File: src/rtl/pio_bank_pkg.sv
// Shared register map and edge-mode encoding for the PIO bank.
// Imported by the per-channel block and the bus-facing top.
package pio_bank_pkg;

  localparam logic [2:0] REG_DATA    = 3'd0;
  localparam logic [2:0] REG_DIR     = 3'd1;
  localparam logic [2:0] REG_IRQMASK = 3'd2;
  localparam logic [2:0] REG_EDGECAP = 3'd3;
  localparam logic [2:0] REG_OUTSET  = 3'd4;
  localparam logic [2:0] REG_OUTCLR  = 3'd5;
  localparam logic [2:0] REG_RISE_EN = 3'd6;
  localparam logic [2:0] REG_FALL_EN = 3'd7;

  // Per-bit capture mode formed as {FALL_EN, RISE_EN}.
  typedef enum logic [1:0] {
    EDGE_NONE = 2'b00,
    EDGE_RISE = 2'b01,
    EDGE_FALL = 2'b10,
    EDGE_BOTH = 2'b11
  } edge_mode_e;

endpackage

File: src/rtl/pio_bank_chan.sv
// One PIO channel: output latch, direction, irq mask, edge enables,
// input synchroniser and sticky edge-capture register.
module pio_bank_chan
  import pio_bank_pkg::*;
#(
  parameter int WIDTH       = 32,
  parameter int SYNC_STAGES = 2
) (
  input  logic             clk,
  input  logic             rst_n,
  input  logic             wr_en,
  input  logic [2:0]       wr_off,
  input  logic [WIDTH-1:0] wr_data,
  input  logic [2:0]       rd_off,
  input  logic             edge_en,
  input  logic [WIDTH-1:0] pin,
  output logic [WIDTH-1:0] out_latch,
  output logic [WIDTH-1:0] dir,
  output logic [WIDTH-1:0] rd_data,
  output logic             irq_src
);

  localparam logic [WIDTH-1:0] ZERO = {WIDTH{1'b0}};

  logic [WIDTH-1:0] sync_r [SYNC_STAGES];
  logic [WIDTH-1:0] prev_r;
  logic [WIDTH-1:0] mask_r;
  logic [WIDTH-1:0] cap_r;
  logic [WIDTH-1:0] rise_en_r;
  logic [WIDTH-1:0] fall_en_r;
  logic [WIDTH-1:0] rise_s;
  logic [WIDTH-1:0] fall_s;
  logic [WIDTH-1:0] cap_set_s;
  logic [WIDTH-1:0] cap_clr_s;
  logic [WIDTH-1:0] pin_view_s;

  assign rise_s     = edge_en ? (sync_r[SYNC_STAGES-1] & ~prev_r) : ZERO;
  assign fall_s     = edge_en ? (~sync_r[SYNC_STAGES-1] & prev_r) : ZERO;
  assign cap_clr_s  = (wr_en && (wr_off == REG_EDGECAP)) ? wr_data : ZERO;
  assign pin_view_s = (out_latch & dir) | (sync_r[SYNC_STAGES-1] & ~dir);
  assign irq_src    = |(cap_r & mask_r);

  // Input synchroniser chain followed by the edge-detect delay flop.
  always_ff @(posedge clk) begin
    if (!rst_n) begin
      for (int i = 0; i < SYNC_STAGES; i++) sync_r[i] <= ZERO;
      prev_r <= ZERO;
    end else begin
      sync_r[0] <= pin;
      for (int i = 1; i < SYNC_STAGES; i++) sync_r[i] <= sync_r[i-1];
      prev_r <= sync_r[SYNC_STAGES-1];
    end
  end

  // Select which detected edges are captured, bit by bit.
  always_comb begin
    cap_set_s = ZERO;
    for (int i = 0; i < WIDTH; i++) begin
      case (edge_mode_e'({fall_en_r[i], rise_en_r[i]}))
        EDGE_NONE: cap_set_s[i] = 1'b0;
        EDGE_RISE: cap_set_s[i] = rise_s[i];
        EDGE_FALL: cap_set_s[i] = fall_s[i];
        EDGE_BOTH: cap_set_s[i] = rise_s[i] | fall_s[i];
        default:   cap_set_s[i] = 1'b0;
      endcase
    end
  end

  // Register writes; the capture register lets a new edge override its clear.
  always_ff @(posedge clk) begin
    if (!rst_n) begin
      out_latch <= ZERO;
      dir       <= ZERO;
      mask_r    <= ZERO;
      rise_en_r <= ZERO;
      fall_en_r <= ZERO;
      cap_r     <= ZERO;
    end else begin
      if (wr_en) begin
        case (wr_off)
          REG_DATA:    out_latch <= wr_data;
          REG_DIR:     dir       <= wr_data;
          REG_IRQMASK: mask_r    <= wr_data;
          REG_OUTSET:  out_latch <= out_latch | wr_data;
          REG_OUTCLR:  out_latch <= out_latch & ~wr_data;
          REG_RISE_EN: rise_en_r <= wr_data;
          REG_FALL_EN: fall_en_r <= wr_data;
          default:     out_latch <= out_latch;
        endcase
      end else begin
        out_latch <= out_latch;
      end
      cap_r <= (cap_r & ~cap_clr_s) | cap_set_s;
    end
  end

  // Register read view for the bus mux in the top level.
  always_comb begin
    rd_data = ZERO;
    case (rd_off)
      REG_DATA:    rd_data = pin_view_s;
      REG_DIR:     rd_data = dir;
      REG_IRQMASK: rd_data = mask_r;
      REG_EDGECAP: rd_data = cap_r;
      REG_RISE_EN: rd_data = rise_en_r;
      REG_FALL_EN: rd_data = fall_en_r;
      default:     rd_data = ZERO;
    endcase
  end

endmodule

File: src/rtl/pio_bank.sv
// Avalon-MM PIO bank: address decode, registered read path, irq
// aggregation and post-reset edge-detect settle counter.
module pio_bank
  import pio_bank_pkg::*;
#(
  parameter int WIDTH       = 32,
  parameter int N_CH        = 2,
  parameter int SYNC_STAGES = 2
) (
  input  logic                    clk_clk,
  input  logic                    reset_reset_n,
  input  logic [2+$clog2(N_CH):0] avs_address,
  input  logic                    avs_read,
  input  logic                    avs_write,
  input  logic [31:0]             avs_writedata,
  output logic [31:0]             avs_readdata,
  output logic                    avs_readdatavalid,
  output logic                    irq,
  input  logic [N_CH*WIDTH-1:0]   pio_in_export,
  output logic [N_CH*WIDTH-1:0]   pio_out_export,
  output logic [N_CH*WIDTH-1:0]   pio_oe_export
);

  localparam int         CH_W   = (N_CH > 1) ? $clog2(N_CH) : 1;
  localparam logic [2:0] SETTLE = 3'(SYNC_STAGES + 1);

  logic [CH_W-1:0]  ch_sel_s;
  logic             ch_ok_s;
  logic             wr_s;
  logic             rd_s;
  logic             edge_en_s;
  logic [2:0]       settle_r;
  logic [WIDTH-1:0] chan_rd_s [N_CH];
  logic [N_CH-1:0]  irq_src_s;
  logic [WIDTH-1:0] rd_mux_s;

  if (N_CH > 1) begin : g_multi
    assign ch_sel_s = avs_address[2+$clog2(N_CH):3];
  end else begin : g_single
    assign ch_sel_s = 1'b0;
  end

  assign ch_ok_s   = (int'(ch_sel_s) < N_CH);
  assign wr_s      = avs_write && ch_ok_s;
  assign rd_s      = avs_read && !avs_write;
  assign edge_en_s = (settle_r == SETTLE);

  for (genvar c = 0; c < N_CH; c++) begin : g_ch
    pio_bank_chan #(
      .WIDTH       (WIDTH),
      .SYNC_STAGES (SYNC_STAGES)
    ) u_chan (
      .clk       (clk_clk),
      .rst_n     (reset_reset_n),
      .wr_en     (wr_s && (ch_sel_s == CH_W'(c))),
      .wr_off    (avs_address[2:0]),
      .wr_data   (avs_writedata[WIDTH-1:0]),
      .rd_off    (avs_address[2:0]),
      .edge_en   (edge_en_s),
      .pin       (pio_in_export[c*WIDTH +: WIDTH]),
      .out_latch (pio_out_export[c*WIDTH +: WIDTH]),
      .dir       (pio_oe_export[c*WIDTH +: WIDTH]),
      .rd_data   (chan_rd_s[c]),
      .irq_src   (irq_src_s[c])
    );
  end

  // Channel read-data select; unmapped channels read as zero.
  always_comb begin
    rd_mux_s = {WIDTH{1'b0}};
    for (int c = 0; c < N_CH; c++) begin
      if (ch_ok_s && (ch_sel_s == CH_W'(c))) rd_mux_s = chan_rd_s[c];
      else rd_mux_s = rd_mux_s;
    end
  end

  // Read response, irq register and settle counter.
  always_ff @(posedge clk_clk) begin
    if (!reset_reset_n) begin
      avs_readdatavalid <= 1'b0;
      avs_readdata      <= 32'h0;
      irq               <= 1'b0;
      settle_r          <= 3'd0;
    end else begin
      avs_readdatavalid <= rd_s;
      avs_readdata      <= rd_s ? 32'(rd_mux_s) : 32'h0;
      irq               <= |irq_src_s;
      settle_r          <= edge_en_s ? settle_r : (settle_r + 3'd1);
    end
  end

endmodule

File: config.mk
export PLATFORM = sky130hd
export DESIGN_NAME = pio_bank
export DESIGN_NICKNAME = d
export VERILOG_FILES = /design/src/rtl/pio_bank_pkg.sv /design/src/rtl/pio_bank_chan.sv /design/src/rtl/pio_bank.sv
export SDC_FILE = /design/constraint.sdc
export NUM_CORES = 1
export LEC_CHECK = 0
export CAP_MARGIN = 0
export CORE_MARGIN = 3
export CORE_UTILIZATION = 50
export CTS_CLUSTER_SIZE = 30
export DETAILED_ROUTE_END_ITERATION = 12
export PLACE_DENSITY = 0.7
export SETUP_SLACK_MARGIN = 0.02
export SLEW_MARGIN = 10
export SYNTH_ARGS = -nofsm -noshare
export SYNTH_HDL_FRONTEND = slang
export SYNTH_SLANG_ARGS = --single-unit
File: constraint.sdc
create_clock -name clk_clk -period 2.2 [get_ports clk_clk]
set_input_delay 0.44 -clock clk_clk [delete_from_list [all_inputs] [get_ports clk_clk]]
set_output_delay 0.44 -clock clk_clk [all_outputs]
set_load 0.005 [all_outputs]
# [After elaboration in Yosys (flattened, before gate mapping)]
# Memory sizes are Yosys's and may differ from the RTL's.
# Index checks and enable logic that the tools add are counted.
[word_totals] ff_bits=485 ramBits=128 in_bits=104 out_inout_bits=162 word_cells=484 memories=2
[op_classes] add_sub_neg=1 eq_ne=200 muxes=81 n_bitwise=98 reduce_logical=84
[memory_table] name="g_ch[0].u_chan.sync_r" words=2 word_bits=32 read_ports=2 rd_clocked_by_memory_dff=0 write_ports=2 line="pio_bank_chan.sv:25" text="logic [WIDTH-1:0] sync_r [SYNC_STAGES];"
[memory_table] name="g_ch[1].u_chan.sync_r" words=2 word_bits=32 read_ports=2 rd_clocked_by_memory_dff=0 write_ports=2 line="pio_bank_chan.sv:25"
[op_table] operator="32-bit AND" count=14
[op_table] operator="32-bit one-hot mux with 6 select lines" count=2
[op_table] operator="32-bit two-way mux" count=11
[op_table] operator="32-bit inverter" count=9
[op_table] operator="2-bit equality test, second input constant" count=128
[op_table] operator="1-bit one-hot mux with 4 select lines" count=64
[op_table] operator="32-bit OR" count=6
[op_table] operator="32-bit one-hot mux with 3 select lines" count=2
[op_table] operator="2-bit by 1-bit equality test with 1-bit output, second input constant" count=64
[op_table] operator="2-bit zero test" count=64
[op_table] operator="1-bit OR" count=68
[op_table] operator="64-bit OR reduction" count=1
[op_table] operator="2-bit AND reduction" count=11
[op_table] operator="3-bit equality test, second input constant" count=4
[op_table] operator="3-bit by 2-bit equality test with 1-bit output, second input constant" count=3
[op_table] operator="1-bit logical AND" count=5
[op_table] operator="3-bit by 1-bit adder with 3-bit output, second input constant" count=1
[op_table] operator="3-bit by 1-bit equality test with 1-bit output, second input constant" count=1
[op_table] operator="3-bit zero test" count=1
[op_table] operator="3-bit nonzero test" count=1
[op_table] operator="1-bit two-way mux" count=2
[op_table] operator="1-bit zero test" count=1
[op_table] operator="1-bit inverter" count=1

# [Depth between registers and ports, before layout]
[logic_depth] ltp_word=7 depth_mapped=9 mapped_depth_nobuf=5

# [Modules after synthesis]
# A second synthesis with hierarchy kept.
[unflattened] cells_unflattened=2916 area_unflattened_um2=26157.6
[by_module_without_submodules] mod="pio_bank_chan" instances=2 cells_per_inst=1396 area_per_inst_um2=12376.9 seq_area_each_um2=5765.5
[by_module_without_submodules] mod="pio_bank" instances=1 cells_per_inst=124 area_per_inst_um2=1403.8 seq_area_each_um2=740.7

# [Least setup slack after synthesis]
# OpenSTA, ideal clock, no wires.
[synth_timing] path_type="input port to flip-flop" start="input port avs_address[1]" end="register avs_readdata[4]" setup_time_ns=0.142 arrival_ns=1.564 required_ns=2.058 setup_slack_ns=0.494 path_stages=7 path_buffers=2 cell_sequence="buf_6 -> buf_6 -> mux2_2 -> a22oi_1 -> nor2_1 -> a2111oi_0 -> a311oi_1"
[synth_between] elab_chain_cells=3 word_cells_on_any_way=9 classes_between="5 x eq/ne; 3 x mux; 1 x reduce/logical"
[synth_rtl] element="start: declaration" line="pio_bank.sv:12" text="input logic [2+$clog2(N_CH):0] avs_address,"
[synth_rtl] element="3-bit equality test (tied with other cells)" line="pio_bank_chan.sv:100" text="case (rd_off)"
[synth_rtl] element="32-bit one-hot mux with 6 select lines" line="pio_bank_chan.sv:100"
[synth_rtl] element="32-bit two-way mux (*)" line="pio_bank.sv:72" text="if (ch_ok_s && (ch_sel_s == CH_W'(c))) rd_mux_s = chan_rd_s[c];"
[synth_rtl] element="end signal: assignment" line="pio_bank.sv:86" text="avs_readdata <= rd_s ? 32'(rd_mux_s) : 32'h0;"
[synth_rtl] element="end: declaration" line="pio_bank.sv:16" text="output logic [31:0] avs_readdata,"
# Every way passes the cells marked *; elsewhere a longest branch is shown, timed or not.
# A chain may end at the register's enable or synchronous reset.

# [Worst setup path after layout]
[layout_timing] start="register g_ch[0].u_chan.dir[9]" end="output port pio_oe_export[9]"
[layout_lines] element="start: declaration" line="pio_bank_chan.sv:18" text="output logic [WIDTH-1:0] dir,"
[layout_lines] element="start signal: assignment" line="pio_bank_chan.sv:82" text="REG_DIR: dir <= wr_data;"
[layout_lines] element="end: declaration" line="pio_bank.sv:21" text="output logic [N_CH*WIDTH-1:0] pio_oe_export"
# No word-level cell between the ends.

==> results.cfg <==
[run_status]
status = finished, final reports clean

[detailed_routing]
drc = 0
ant_nets = 0
vias = 23900
vias_per_cell = 5.95
drtPass1Iterations = 8
drt_wl_total_um = 93500
wire_per_inst_um = 23.3
drt-initial-drc-count = 2734

[clock_network]
cts_resized = 0
post_cts.repair.setup_buffers = 0
cts_buffers = 68
clock_path_buffers = 3
cts-root-buf = clkbuf_16
worstSkewPairLatency_ps = 610
clock_sinks = 613
ctsHtreeMaxLevel = 3
ctsHoldBuffers = 0
clk_pin_slew_worst_paths_ps = 60
cts_tree = yes

[cells_and_area]
multi_input_area_sq_um = 12700
fillCellCount = 4346
syn2layout_area_growth_pct = 24.4
finalNetCount = 3396
diodes = 0
fin_area_sq_um = 32500
instances_no_fill = 4020
ff_latch_area_sq_um = 12300
drive_gt1_share_pct = 10.4

[power_and_ir_drop]
seqPwrFrac_pct = 45.4
internal-power_mw = 19.4
p_leak_nw = 11.1
p_switching_mw = 5.94
combPwrFrac_pct = 7.5
peakVddDrop_mv = 0.632
power_density_nw_per_um2 = 782
clockPowerShare_pct = 47.1
netSwitchingFraction_pct = 23.4

[sta]
rsz0062_at_grt = false
tns_ps = 0
tightest_slew_ps = 894
setup_viol = 0
drv_slew = 0
finClkSkew_ps = 25.0
post-route-period-util_pct = 95.1
fmax_mhz = 478
period_needed_ps = 2090
holdWs_ps = 113
hold_viol_final = 0
relSlewSlack_pct = 40.4

[setup_path]
path_buf_inv = 1
cp_max_fo = 4
crit_required_ps = 1760
path_class = flop to primary output
crit_arrival_ps = 1650
cp_slowest_cell = clkdlybuf4s50_1
critPathLaunchType = flop
critical_path.top_delay_family = buffers and inverters
critical_path.cell_chain = clkdlybuf4s50_1
end_kind = primary output
cpPeakStageDelay_ps = 570

[global_routing]
antenna_found_initial = 1
grt_pass1_vias = 22800
grt_overflow = 0
track_usage_pct = 33.3
grt_first_pass_wirelength_um = 140000
grt_max_degree = 242

[synthesis]
ys_types = 65
yosysSeqAreaShare_pct = 47.0
netlist_instances = 3022
ys_ff_latch = 613
yosys_warnings = 0
synth.most_common_cell = nand2_1
synth_area_leaders = dfxtp_1 47%, nand2_1 11%, a21boi_0 7.2%
yosysTopAreaCell = dfxtp_1
synth_common_cells = 794 x nand2_1, 613 x dfxtp_1, 250 x a21boi_0
syn_nets = 3128
synth_enable_flop_cells = 0
async_flop_share_pct = 0
syn_area_per_cell_sq_um = 8.64
mappedNetlistArea_sq_um = 26100
synth_top_area_share_pct = 47.0
ys.flop_type = dfxtp_1

[floorplanning]
num_io_pins = 266
die-area_sq_um = 55000
die_width_um = 235
die_y_um = 235
rows = 83
start_util_pct = 50.7
coreArea_sq_um = 51500

[place]
place_area_sq_um = 30100
io_buffers = 265
post-place-cells = 3900
hpwl_um = 64400
gp_congestion = 0.965

[worst_hold_path]
min_path_type = primary input to flop

[job]
cap_violations = 0
==> sequential cells by signal, indices dropped and copies added, names as in the netlist, 64 cells and up <==
register / flops
g_ch.u_chan.fall_en_r: 64
g_ch.u_chan.sync_r: 128
g_ch.u_chan.out_latch: 64
g_ch.u_chan.dir: 64
g_ch.u_chan.prev_r: 64
g_ch.u_chan.rise_en_r: 64
g_ch.u_chan.cap_r: 64
g_ch.u_chan.mask_r: 64
==> routing by layer <==
layer	up-vias	track usage (%)	part of all wire [%]
met5	-	0	0.013
met4	2	16.6	5.0
met3	276	5.64	10
met2	1391	51.7	44
met1	11400	45.0	40
li1	10800	-	-
==> cell families after synthesis <==
family                   count (synthesis)  share of synthesized area, %
AND/OR/NAND/NOR                       1250                          22.5
AO/OA/AOI/OAI                          789                          21.0
flip-flops                             613                          47.0
buffers and inverters                  250                          4.66
multiplexers                           117                          4.75
adder cells (fa/ha/maj)                  2                        0.0958
XOR/XNOR                                 1                        0.0335
==> cell usage in the layout, fill, tap and decap left out, types with 6 or more instances in the layout <==
cell,n
nand2_1,794
dfxtp_1,613
clkdlybuf4s50_1,260
a21boi_0,250
o21ai_0,200
and2_1,197
buf_4,144
a22oi_1,104
mux2i_1,89
clkbuf_16,73
a21boi_1,71
nor2b_1,68
nand3b_1,68
nor2_1,48
a21oi_1,35
buf_12,30
a221oi_1,26
mux2_2,25
clkbuf_8,13
a31oi_1,12
a22o_1,12
nand3_1,11
clkinv_2,11
inv_1,10
nand2b_1,10
o2bb2ai_1,10
a211oi_1,10
clkbuf_1,10
nor4_1,9
nor3_4,8
nand4_1,7
nor3_1,7
bufinv_16,7
o211ai_1,6
o211ai_2,6
a221o_1,6
==> worst paths after layout <==
path	cells after the start	slack, ps	start	to
max	1	110	g_ch[0].u_chan.dir[9]	pio_oe_export[9]
min reg2reg	1	430	g_ch[0].u_chan.sync_r[0][24]	g_ch[0].u_chan.sync_r[0][56]
min	2	110	reset_reset_n	g_ch[0].u_chan.sync_r[0][36]
max reg2reg	6	210	g_ch[0].u_chan.mask_r[31]	irq
==> final cells by class <==
type | instances | share of cell area, %
multi-input cells | 2159 | 39.0
flip-flops and latches | 613 | 37.8
repair buffers | 437 | 13.3
clock buffers | 96 | 6.29
inverters | 11 | 0.127
clock inverters | 24 | 0.959
well taps | 680 | 2.62
==> power by group through the flow <==
stage / sequential [mW] / clock, mW / combinational (mW)
after global routing: 11.6 / 12.5 / 1.99
after floorplan: 11.7 / 0 / 0.974
after CTS: 11.5 / 12.0 / 1.85
final: 11.5 / 12.0 / 1.89
after detailed placement: 11.8 / 0 / 1.84
after global placement: 11.8 / 0 / 1.81
==> per-stage QoR <==
stage | utilization [%] | worst slack (ps) | total power [mW]
2_1_floorplan | - | 494 | 12.7
3_3_place_gp | 58.5 | -399 | 13.6
3_5_place_dp | 58.5 | -313 | 13.6
4_1_cts | 63.1 | 93.6 | 25.4
5_1_grt | 63.1 | 91.6 | 26.0
6_report | 63.1 | 108 | 25.4
Power figures use the tool's default switching activity.
